$ cat src/rtl/fft_adapter_pkg.sv
// Shared widths, error-bit indices and framing states for the FFT Avalon-ST adapters.
package fft_adapter_pkg;

  localparam int unsigned ERR_SAT   = 0;
  localparam int unsigned ERR_FRAME = 1;

  typedef enum logic {
    StIdle,
    StInPkt
  } frame_state_e;

  // Padded component width: guard MSBs + payload + fraction LSBs.
  function automatic int unsigned comp_width(input int unsigned sym_w, input int unsigned left_pad,
                                             input int unsigned right_pad);
    return left_pad + sym_w + right_pad;
  endfunction

  function automatic int unsigned out_data_width(input int unsigned sym_w);
    return 2 * sym_w;
  endfunction

endpackage

$ cat src/rtl/fft_out_scaler.sv
// Narrows one padded two's-complement component: drop fraction LSBs, clamp guard MSBs.
// Rounding (half-up) is enabled by defining FFT_OUT_ADAPTER_ROUND_EN; otherwise floor.
module fft_out_scaler import fft_adapter_pkg::*; #(
  parameter int unsigned OutW     = 16,
  parameter int unsigned LeftPad  = 4,
  parameter int unsigned RightPad = 2
) (
  input  logic [comp_width(OutW, LeftPad, RightPad)-1:0] comp_i,
  output logic [OutW-1:0]                                value_o,
  output logic                                           sat_o
);

  localparam int unsigned CW = comp_width(OutW, LeftPad, RightPad);
  localparam int unsigned SW = CW + 1 - RightPad;

  logic [CW:0]      ext;
  logic [CW:0]      sum;
  logic [SW-1:0]    shifted;
  logic [SW-OutW:0] top;
  logic             fits;

  // One extra bit so the rounding add can never wrap.
  assign ext = {comp_i[CW-1], comp_i};

`ifdef FFT_OUT_ADAPTER_ROUND_EN
  if (RightPad > 0) begin : g_round
    localparam logic [CW:0] One = 1;
    assign sum = ext + (One << (RightPad - 1));
  end else begin : g_no_round
    assign sum = ext;
  end
`else
  assign sum = ext;
`endif

  if (RightPad > 0) begin : g_frac
    logic unused_frac;
    assign unused_frac = ^sum[RightPad-1:0];
  end

  assign shifted = sum[CW:RightPad];
  assign top     = shifted[SW-1:OutW-1];
  assign fits    = (&top) | ~(|top);

  always_comb begin
    value_o = shifted[OutW-1:0];
    sat_o   = 1'b0;
    if (!fits) begin
      sat_o   = 1'b1;
      value_o = shifted[SW-1] ? {1'b1, {(OutW-1){1'b0}}} : {1'b0, {(OutW-1){1'b1}}};
    end
  end

endmodule

$ cat src/rtl/fft_output_adapter.sv
// FFT core output adapter: per-component narrowing, 2-entry skid buffer, packet framing check.
// Optional half-up rounding via FFT_OUT_ADAPTER_ROUND_EN (see fft_out_scaler).
module fft_output_adapter import fft_adapter_pkg::*; #(
  parameter int unsigned OUTPUT_SYMBOL_WIDTH = 16,
  parameter int unsigned EXTRA_LEFT_PADDING  = 4,
  parameter int unsigned EXTRA_RIGHT_PADDING = 2,
  parameter int unsigned FFT_LENGTH          = 1024
) (
  input  logic                                  clock_clk,
  input  logic                                  reset_reset,
  input  logic [2*comp_width(OUTPUT_SYMBOL_WIDTH, EXTRA_LEFT_PADDING,
                             EXTRA_RIGHT_PADDING)-1:0] asi_in_data,
  input  logic                                  asi_in_valid,
  input  logic                                  asi_in_startofpacket,
  input  logic                                  asi_in_endofpacket,
  output logic                                  asi_in_ready,
  output logic [2*OUTPUT_SYMBOL_WIDTH-1:0]      aso_out_data,
  output logic                                  aso_out_valid,
  output logic                                  aso_out_startofpacket,
  output logic                                  aso_out_endofpacket,
  output logic [1:0]                            aso_out_error,
  input  logic                                  aso_out_ready,
  output logic [15:0]                           stat_sat_count
);

  localparam int unsigned S    = OUTPUT_SYMBOL_WIDTH;
  localparam int unsigned CW   = comp_width(S, EXTRA_LEFT_PADDING, EXTRA_RIGHT_PADDING);
  localparam int unsigned DW   = out_data_width(S);
  localparam int unsigned PW   = DW + 4;
  localparam int unsigned CntW = $clog2(FFT_LENGTH + 1) + 1;
  localparam logic [CntW-1:0] FrameLen = CntW'(FFT_LENGTH);

  logic [S-1:0] re_val, im_val;
  logic         re_sat, im_sat, beat_sat;
  logic         accept, load_out, frame_err;
  logic [1:0]   in_err;
  logic [PW-1:0] in_pl;

  logic [PW-1:0]     out_pl_d, out_pl_q, skid_pl_d, skid_pl_q;
  logic              out_valid_d, out_valid_q, skid_valid_d, skid_valid_q;
  frame_state_e      state_d, state_q;
  logic [CntW-1:0]   cnt_d, cnt_q, cnt_inc;
  logic [15:0]       sat_cnt_d, sat_cnt_q;

  fft_out_scaler #(
    .OutW    (S),
    .LeftPad (EXTRA_LEFT_PADDING),
    .RightPad(EXTRA_RIGHT_PADDING)
  ) u_scale_re (
    .comp_i (asi_in_data[2*CW-1:CW]),
    .value_o(re_val),
    .sat_o  (re_sat)
  );

  fft_out_scaler #(
    .OutW    (S),
    .LeftPad (EXTRA_LEFT_PADDING),
    .RightPad(EXTRA_RIGHT_PADDING)
  ) u_scale_im (
    .comp_i (asi_in_data[CW-1:0]),
    .value_o(im_val),
    .sat_o  (im_sat)
  );

  assign beat_sat          = re_sat | im_sat;
  assign accept            = asi_in_valid & ~skid_valid_q;
  assign load_out          = ~out_valid_q | aso_out_ready;
  assign in_err[ERR_SAT]   = beat_sat;
  assign in_err[ERR_FRAME] = frame_err;
  assign in_pl = {re_val, im_val, asi_in_startofpacket, asi_in_endofpacket, in_err};

  // Counter saturates above FFT_LENGTH so a runaway packet never re-matches the length.
  assign cnt_inc = (cnt_q == {CntW{1'b1}}) ? cnt_q : cnt_q + CntW'(1);

  always_comb begin
    state_d   = state_q;
    cnt_d     = cnt_q;
    frame_err = 1'b0;
    sat_cnt_d = sat_cnt_q;
    if (accept) begin
      if (asi_in_startofpacket) begin
        state_d   = StInPkt;
        cnt_d     = CntW'(1);
        frame_err = (state_q == StInPkt);
        if (asi_in_endofpacket) begin
          state_d   = StIdle;
          frame_err = 1'b1;
        end
      end else if (state_q == StIdle) begin
        frame_err = 1'b1;
      end else begin
        cnt_d = cnt_inc;
        if (asi_in_endofpacket) begin
          state_d   = StIdle;
          frame_err = (cnt_inc != FrameLen);
        end else begin
          frame_err = (cnt_inc == FrameLen);
        end
      end

      if (asi_in_startofpacket) begin
        sat_cnt_d = {15'd0, beat_sat};
      end else if (beat_sat && sat_cnt_q != 16'hFFFF) begin
        sat_cnt_d = sat_cnt_q + 16'd1;
      end
    end
  end

  always_comb begin
    out_valid_d  = out_valid_q;
    out_pl_d     = out_pl_q;
    skid_valid_d = skid_valid_q;
    skid_pl_d    = skid_pl_q;
    if (load_out) begin
      if (skid_valid_q) begin
        // Input is stalled while skid is full, so no new beat competes here.
        out_pl_d     = skid_pl_q;
        out_valid_d  = 1'b1;
        skid_valid_d = 1'b0;
      end else begin
        out_valid_d = accept;
        if (accept) out_pl_d = in_pl;
      end
    end else if (accept) begin
      skid_pl_d    = in_pl;
      skid_valid_d = 1'b1;
    end
  end

  always_ff @(posedge clock_clk) begin
    if (reset_reset) begin
      out_valid_q  <= 1'b0;
      out_pl_q     <= '0;
      skid_valid_q <= 1'b0;
      skid_pl_q    <= '0;
      state_q      <= StIdle;
      cnt_q        <= '0;
      sat_cnt_q    <= '0;
    end else begin
      out_valid_q  <= out_valid_d;
      out_pl_q     <= out_pl_d;
      skid_valid_q <= skid_valid_d;
      skid_pl_q    <= skid_pl_d;
      state_q      <= state_d;
      cnt_q        <= cnt_d;
      sat_cnt_q    <= sat_cnt_d;
    end
  end

  assign asi_in_ready          = ~skid_valid_q;
  assign aso_out_valid         = out_valid_q;
  assign aso_out_data          = out_pl_q[PW-1:4];
  assign aso_out_startofpacket = out_pl_q[3];
  assign aso_out_endofpacket   = out_pl_q[2];
  assign aso_out_error         = out_pl_q[1:0];
  assign stat_sat_count        = sat_cnt_q;

endmodule

$ cat config.mk
export PLATFORM = sky130hd
export DESIGN_NAME = fft_output_adapter
export DESIGN_NICKNAME = d
export VERILOG_FILES = /design/src/rtl/fft_adapter_pkg.sv /design/src/rtl/fft_out_scaler.sv /design/src/rtl/fft_output_adapter.sv
export SDC_FILE = /design/constraint.sdc
export NUM_CORES = 1
export LEC_CHECK = 0
export ABC_CLOCK_PERIOD_IN_PS = 2100
export BUFFER_PORTS_ARGS = -buffer_cell sky130_fd_sc_hd__clkbuf_2
export CELL_PAD_IN_SITES_DETAIL_PLACEMENT = 1
export CELL_PAD_IN_SITES_GLOBAL_PLACEMENT = 1
export CORE_UTILIZATION = 39
export CTS_BUF_LIST = sky130_fd_sc_hd__clkbuf_4 sky130_fd_sc_hd__clkbuf_8
export CTS_CLUSTER_SIZE = 28
export DETAILED_ROUTE_END_ITERATION = 12
export PLACE_DENSITY = 0.83
export SYNTH_ARGS = -nofsm -noshare
export SYNTH_HDL_FRONTEND = slang
export SYNTH_HIERARCHICAL = 1
export SYNTH_SLANG_ARGS = --single-unit
$ cat constraint.sdc
create_clock -name clock_clk -period 2.1 [get_ports clock_clk]
set_input_delay 0.105 -clock clock_clk [delete_from_list [all_inputs] [get_ports clock_clk]]
set_output_delay 0.105 -clock clock_clk [all_outputs]
set_load 0.005 [all_outputs]
==> results.json, run 1 <==
{
  "cts_max_path_buffers": 2,
  "p_switching_uw": 1150,
  "core_um2": 13900,
  "share_of_layout_cells_above_drive_strength_1_pct": 28.5,
  "drt_first_iter_violations": 284,
  "crit_chain": "nand4_1 > nor4_2 > o21ai_1 > buf_4 > and3_1 > nand3_1 > xor2_1 > nor2_1",
  "area_delta_synth_final_pct": 18.9,
  "area_enclosed_by_the_die_boundary_um2": 14700,
  "synth.cell_area_um2": 5540,
  "timing.final.hold_violations": 0,
  "grt_setup_unrepaired": "yes",
  "min_period_ns": 2.00,
  "max_slew_margin_pct": 49.9,
  "final_max_slew_viol_count": 0,
  "critical_path_peak_fanout": 3,
  "dieHeight_um": 121,
  "seqPwrFrac_pct": 53.6,
  "cpMaxStageDelayCell": "nor4_2",
  "cts_hold_repair.buffers": 0,
  "number_of_vias_per_cell": 5.62,
  "totalPowerFinal_uw": 3890,
  "run_status": "completed",
  "synth-warning-count": 6,
  "required_ns": 2.37,
  "power.internal_uw": 2740,
  "top_signal_layer_used": "met4",
  "synth.avg_cell_area_um2": 8.26,
  "track_usage_pct": 23.2,
  "cap_viol_max_count": 0,
  "clock_pin_slew_reported_for_the_worst_setup_and_hold_paths_after_clock_tree_synthesis_ns": 0.10,
  "hold-path-endpoint": "state_q",
  "antenna_found_initial": 0,
  "met3_length_um": 634,
  "clock-sinks": 103,
  "buffer_ports.inserted": 99,
  "post_synth_edffs": 0,
  "routed_wire_length_per_instance_um": 17.3,
  "ys_async_sr_fraction_pct": 0,
  "start_util_pct": 39.9,
  "die_w_um": 121,
  "grt_pass1_wl_um": 26900,
  "r2r_cells": 8,
  "clkPwrFrac_pct": 29.2,
  "seq_area_frac_synth_pct": 37.2,
  "grt_pass1_vias": 5589,
  "critical_path_arrival_ns": 2.27,
  "sw_frac_of_total_pct": 29.6,
  "timing.hold.ws_ns": 0.0168,
  "length_of_routed_wiring_on_met1_um": 7090,
  "routed_wl_um": 16600,
  "routabilityCongestion": 0.908,
  "design.final.nets": 829,
  "share_of_the_clock_period_used_by_the_worst_path_pct": 95.4,
  "worst_setup_path_start_kind": "register",
  "cts_buffers": 9,
  "routed-via-count": 5399,
  "commonest_non_fill_non_tap_cell_in_the_layout": "nor2_1",
  "syn_inst": 671,
  "hold_path.class": "in2reg",
  "insertion_delay_ns": 0.38,
  "setup_failing_eps_final": 0,
  "synthFlopType": "dfxtp_1",
  "first_pass_iters": 4,
  "cp-end-kind": "register",
  "comb_power_share_pct": 17.2,
  "tritoncts": "yes",
  "timing.rr.end": "stat_sat_count[15]",
  "worst_hold_startpoint": "asi_in_endofpacket",
  "core.rowCount": 43,
  "cellLeakagePower_uw": 0.00242,
  "final_cell_mix": "nor2_1, clkbuf_2, dfxtp_1",
  "globalRoute.totalOverflow": 0,
  "drt.antenna.violating_nets": 0,
  "r2r_slack_ns": 0.1,
  "fmax_ghz": 0.499,
  "grt_start_max_net_pins": 67,
  "max-vdd-ir-drop_mv": 0.308,
  "ios": 104,
  "dpl.hpwl_um": 12100,
  "worst_slack_ns": 0.0960,
  "netlist-cell-type-count": 49,
  "fin_tns_setup_ns": 0,
  "power_density_relative_to_cell_area_nw_per_um2": 590,
  "post_cts.repair.setup_buffers": 0,
  "cell_depth_of_the_worst_hold_path": 2,
  "clock-skew-final_ns": 0.00943,
  "antenna-diode-count": 0,
  "ctsHtreeMaxLevel": 3,
  "worst_slew_pin_slew_ns": 0.744,
  "timing.setup.critical_path_class": "reg2reg",
  "drt_drc_violations_left": 0,
  "max_stage_delay_on_crit_path_ns": 0.43,
  "routed-wl-met2_um": 8460,
  "crit-reg2reg-launch": "stat_sat_count[13]",
  "postSynthRegisterBits": 103,
  "synth.net_count": 723,
  "cts_root_buffer": "clkbuf_8",
  "place_worst_setup_slack_ns": -0.0321
}
## repair_timing
item	CTS	global route
endpoints found under the setup margin	2	17
gates resized for setup	2	15
pin swaps	0	5
## logic make-up (layout without fill, tap and decap cells)
kind of cell,after synthesis,after routing,share of synthesized area [%]
DFF,103,103,37.2
xor gates and xnor gates,19,19,3.00
buffers and inverters,69,178,7.49
muxes,38,38,6.88
AOI/OAI and AO/OA,146,146,20.0
adders and majority gates,2,2,0.451
and+or+nand+nor,294,294,25.0
## cells in the mapped netlist (11+ instances only)
master | n | area share (%)
a211oi_1 | 36 | 4.9
a21oi_1 | 49 | 4.4
a221oi_2 | 20 | 5.4
buf_4 | 13 | 1.8
buf_6 | 13 | 2.6
clkbuf_1 | 28 | 1.9
dfxtp_1 | 103 | 37
mux2i_1 | 37 | 6.7
nand2_1 | 84 | 5.7
nand3_1 | 12 | 1.1
nand4_1 | 43 | 4.9
nor2_1 | 109 | 7.4
nor3_1 | 14 | 1.3
xnor2_1 | 11 | 1.7
## through the flow
stage | utilization [%] | cell area [um^2] | std cells
6_report | 47.5 | 6590 | 960
5_1_grt | 47.5 | 6590 | 960
4_1_cts | 47.1 | 6540 | 960
3_5_place_dp | 45.9 | 6380 | 946
3_3_place_gp | 45.9 | 6380 | 946
2_1_floorplan | - | 5550 | 671
## state kept, by name, summed over array words and instances, names as in the netlist
register and count:
cnt_q 12, state_q 1, skid_pl_q 36, skid_valid_q 1, out_pl_q 36, stat_sat_count 16
aso_out_valid 1
## metal layers
layer	track usage, %	vias up
li1	-	2633
met5	0	-
met2	41.8	109
met3	4.42	33
met1	26.9	2624
met4	9.10	0
## layout make-up
cell class                 count  area (um^2)
fill                        1708         7290
multi-input combinational    499         3120
sequential                   103         2070
timing repair buffer         162         1010
tap                          180          225
clock buffer                  10          131
clock inverter                 4         23.8
inverter                       2         7.51
## critical path, delay by kind of cell (launching register included)
family | cells | cell delay, ns
AND/OR/NAND/NOR | 5 | 0.99
buffers and inverters | 1 | 0.17
AO/OA/AOI/OAI | 1 | 0.17
XOR/XNOR | 1 | 0.18
flip-flops | 1 | 0.38
## worst max path at each step
| stage | startpoint | to | slack, ns |
|---|---|---|---|
| 6_report | stat_sat_count[13] | stat_sat_count[15] | 0.1 |
| 4_1_cts | cnt_q[0] | skid_pl_q[1] | 0.001 |
| 5_1_grt | cnt_q[0] | out_pl_q[1] | -0.04 |
| 2_1_floorplan | cnt_q[0] | skid_pl_q[1] | 0.0002 |
| 3_3_place_gp | cnt_q[4] | out_pl_q[1] | 0.03 |
| 3_5_place_dp | cnt_q[4] | skid_pl_q[1] | -0.03 |
## power by group through the flow
stage / logic [uW] / registers (uW) / clock network (uW)
floorplan: 415 / 2130 / 0
global placement: 634 / 2120 / 0
detailed placement: 668 / 2130 / 0
CTS: 672 / 2090 / 1170
global route: 738 / 2100 / 1230
finish: 669 / 2090 / 1130
Note: power is estimated with default switching activity, not from simulation.
==> run 2, diff against run 1 <==
- PLACE_DENSITY: 0.83 -> 0.87
==> run 2 against run 1 <==
- the flow now finishes with violations (setup timing)
- sequential power hardly changed
- critical path depth is 1 lower
- clock-buffer cell count is 1 higher
- wire length is 2.6% higher
- flip-flop and latch count stayed put
==> results.json, run 2 (synthesis results as in run 1) <==
{
  "grt_pass1_vias": 5664,
  "clock-skew-final_ns": 0.0110,
  "worst_setup_path_start_kind": "register",
  "totalPowerFinal_uw": 4000,
  "insertion_delay_ns": 0.40,
  "antenna-diode-count": 0,
  "clock-sinks": 103,
  "place_area_um2": 6320,
  "required_ns": 2.40,
  "failed_checks": "setup timing",
  "final_max_slew_viol_count": 0,
  "track_usage_pct": 23.5,
  "max_stage_delay_on_crit_path_ns": 0.37,
  "post-route-cell-area_um2": 6650,
  "start_util_pct": 39.9,
  "globalRoute.totalOverflow": 0,
  "routed-via-count": 5545,
  "drt_drc_violations_left": 0,
  "power_density_relative_to_cell_area_nw_per_um2": 602,
  "worst_hold_startpoint": "asi_in_valid",
  "gr-usage-met2_pct": 42.6,
  "share_of_the_clock_period_used_by_the_worst_path_pct": 100,
  "crit-reg2reg-launch": "cnt_q[10]",
  "clock_pin_slew_reported_for_the_worst_setup_and_hold_paths_after_clock_tree_synthesis_ns": 0.10,
  "critPathTopFamily": "simple AND/OR/NAND/NOR gates",
  "number_of_vias_per_cell": 5.74,
  "min_period_ns": 2.10,
  "die_w_um": 121,
  "timing.final.hold_violations": 0,
  "cts_max_path_buffers": 2,
  "cpMaxStageDelayCell": "nor4_2",
  "buffer_ports.inserted": 99,
  "path_buf_inv": 0,
  "multi_input_comb_area_um2": 3130,
  "commonest_non_fill_non_tap_cell_in_the_layout": "nor2_1",
  "timing.setup.critical_path_class": "reg2reg",
  "max-vdd-ir-drop_mv": 0.441,
  "ios": 104,
  "worst_slack_ns": -0.00109,
  "drt_first_iter_violations": 330,
  "grt.busiest_layer": "met2",
  "ctsHtreeMaxLevel": 3,
  "place_worst_setup_slack_ns": -0.0324,
  "timing.critical_path.from": "cnt_q[10]",
  "layout.filler_cells": 1749,
  "max_slew_margin_pct": 55.7,
  "layout.area.seq_um2": 2080,
  "setup_failing_eps_final": 1,
  "share_of_layout_cells_above_drive_strength_1_pct": 29.1,
  "global_route.usage.met3_pct": 4.65,
  "grt_start_max_net_pins": 65,
  "routed_wl_um": 17000,
  "cellLeakagePower_uw": 0.00246,
  "final_cell_mix": "nor2_1, clkbuf_2, dfxtp_1",
  "tritoncts": "yes",
  "fmax_ghz": 0.476,
  "cts_root_buffer": "clkbuf_8",
  "area_enclosed_by_the_die_boundary_um2": 14700,
  "instances_no_fill": 966,
  "antenna_found_initial": 0,
  "routabilityCongestion": 0.887,
  "grt_setup_unrepaired": "yes",
  "fin_tns_setup_ns": -0.00109,
  "worst_slew_pin_slew_ns": 0.665,
  "dpl.hpwl_um": 11700,
  "cts_buffers": 9,
  "design.final.nets": 833,
  "routed_wire_length_per_instance_um": 17.6,
  "first_pass_iters": 5,
  "post-place-cells": 942,
  "dieHeight_um": 121,
  "run_status": "complete, but fails checks",
  "grt_pass1_wl_um": 27600,
  "critical-path-top-cell-by-count": "nor4_2",
  "critical_path_arrival_ns": 2.40,
  "cap_viol_max_count": 0,
  "critical_path_peak_fanout": 2,
  "hold_path.class": "in2reg",
  "use_met1_pct": 28.0,
  "core_um2": 13900,
  "cp-end-kind": "register",
  "drt.antenna.violating_nets": 0,
  "area_delta_synth_final_pct": 20.0,
  "core.rowCount": 43,
  "crit_chain": "nand4_1 > nor4_2 > mux2i_1 > o21ai_1 > nor4_2 > xnor2_1 > a311oi_1"
}
run 2: cell count changes in the layout (fill, tap and decap cells not counted), moves of 2 or more:
cell | before | now
dfxtp_2 | 6 | 8
buf_4 | 58 | 63
clkinv_2 | 3 | 1
dlygate4sd3_1 | 0 | 2
dfxtp_1 | 96 | 93
clkbuf_8 | 9 | 11
buf_12 | 3 | 1
run 2: worst paths after layout:
check / cells after the start / end / slack, ns
setup / recovery: 7 / skid_pl_q[1] / -0.001
hold / removal: 3 / skid_valid_q / 0.05
setup reg to reg: 7 / skid_pl_q[1] / -0.001
hold reg to reg: 2 / skid_pl_q[16] / 0.46
run 2: layer usage:
layer	part of all wire, %	vias up
li1	-	2642
met1	42	2731
met2	52	147
met3	4.4	25
met4	1.6	0
met5	0	-
run 2: worst min-delay path: cells and delay by family:
family / cells / cell delay (ns)
buffers and inverters: 1 / 0.09
AND/OR/NAND/NOR: 2 / 0.20
run 2: power breakdown:
group | internal, uW | total, uW | switching [uW] | leakage, uW
combinational | 268 | 665 | 397 | 0.00152
clock | 505 | 1250 | 749 | 0.0000963
sequential | 2030 | 2080 | 49.4 | 0.000846
total | 2810 | 4000 | 1200 | 0.00246
run 2: per-stage QoR:
| stage | hold WS, ns | utilization [%] |
|---|---|---|
| after floorplan | 0.202 | - |
| after CTS | 0.0369 | 47.3 |
| final | 0.0495 | 47.9 |
| after global placement | 0.373 | 45.5 |
| after global routing | 0.0887 | 47.9 |
| after detailed placement | 0.384 | 45.5 |
run 2: what timing repair did:
action	in CTS	in global routing
endpoints found under the setup margin	3	14
pin swaps	3	9
gates resized for setup	4	18
endpoints found under the hold margin	3	0
buffers inserted	3	3
hold buffers	2	0
run 2: cell type report:
class                      count  area share [%]
clock buffer                  11            2.28
tap                          180            3.39
inverter                       2           0.113
sequential                   103            31.3
clock inverter                 5           0.583
timing repair buffer         166            15.3
multi-input combinational    499            47.0
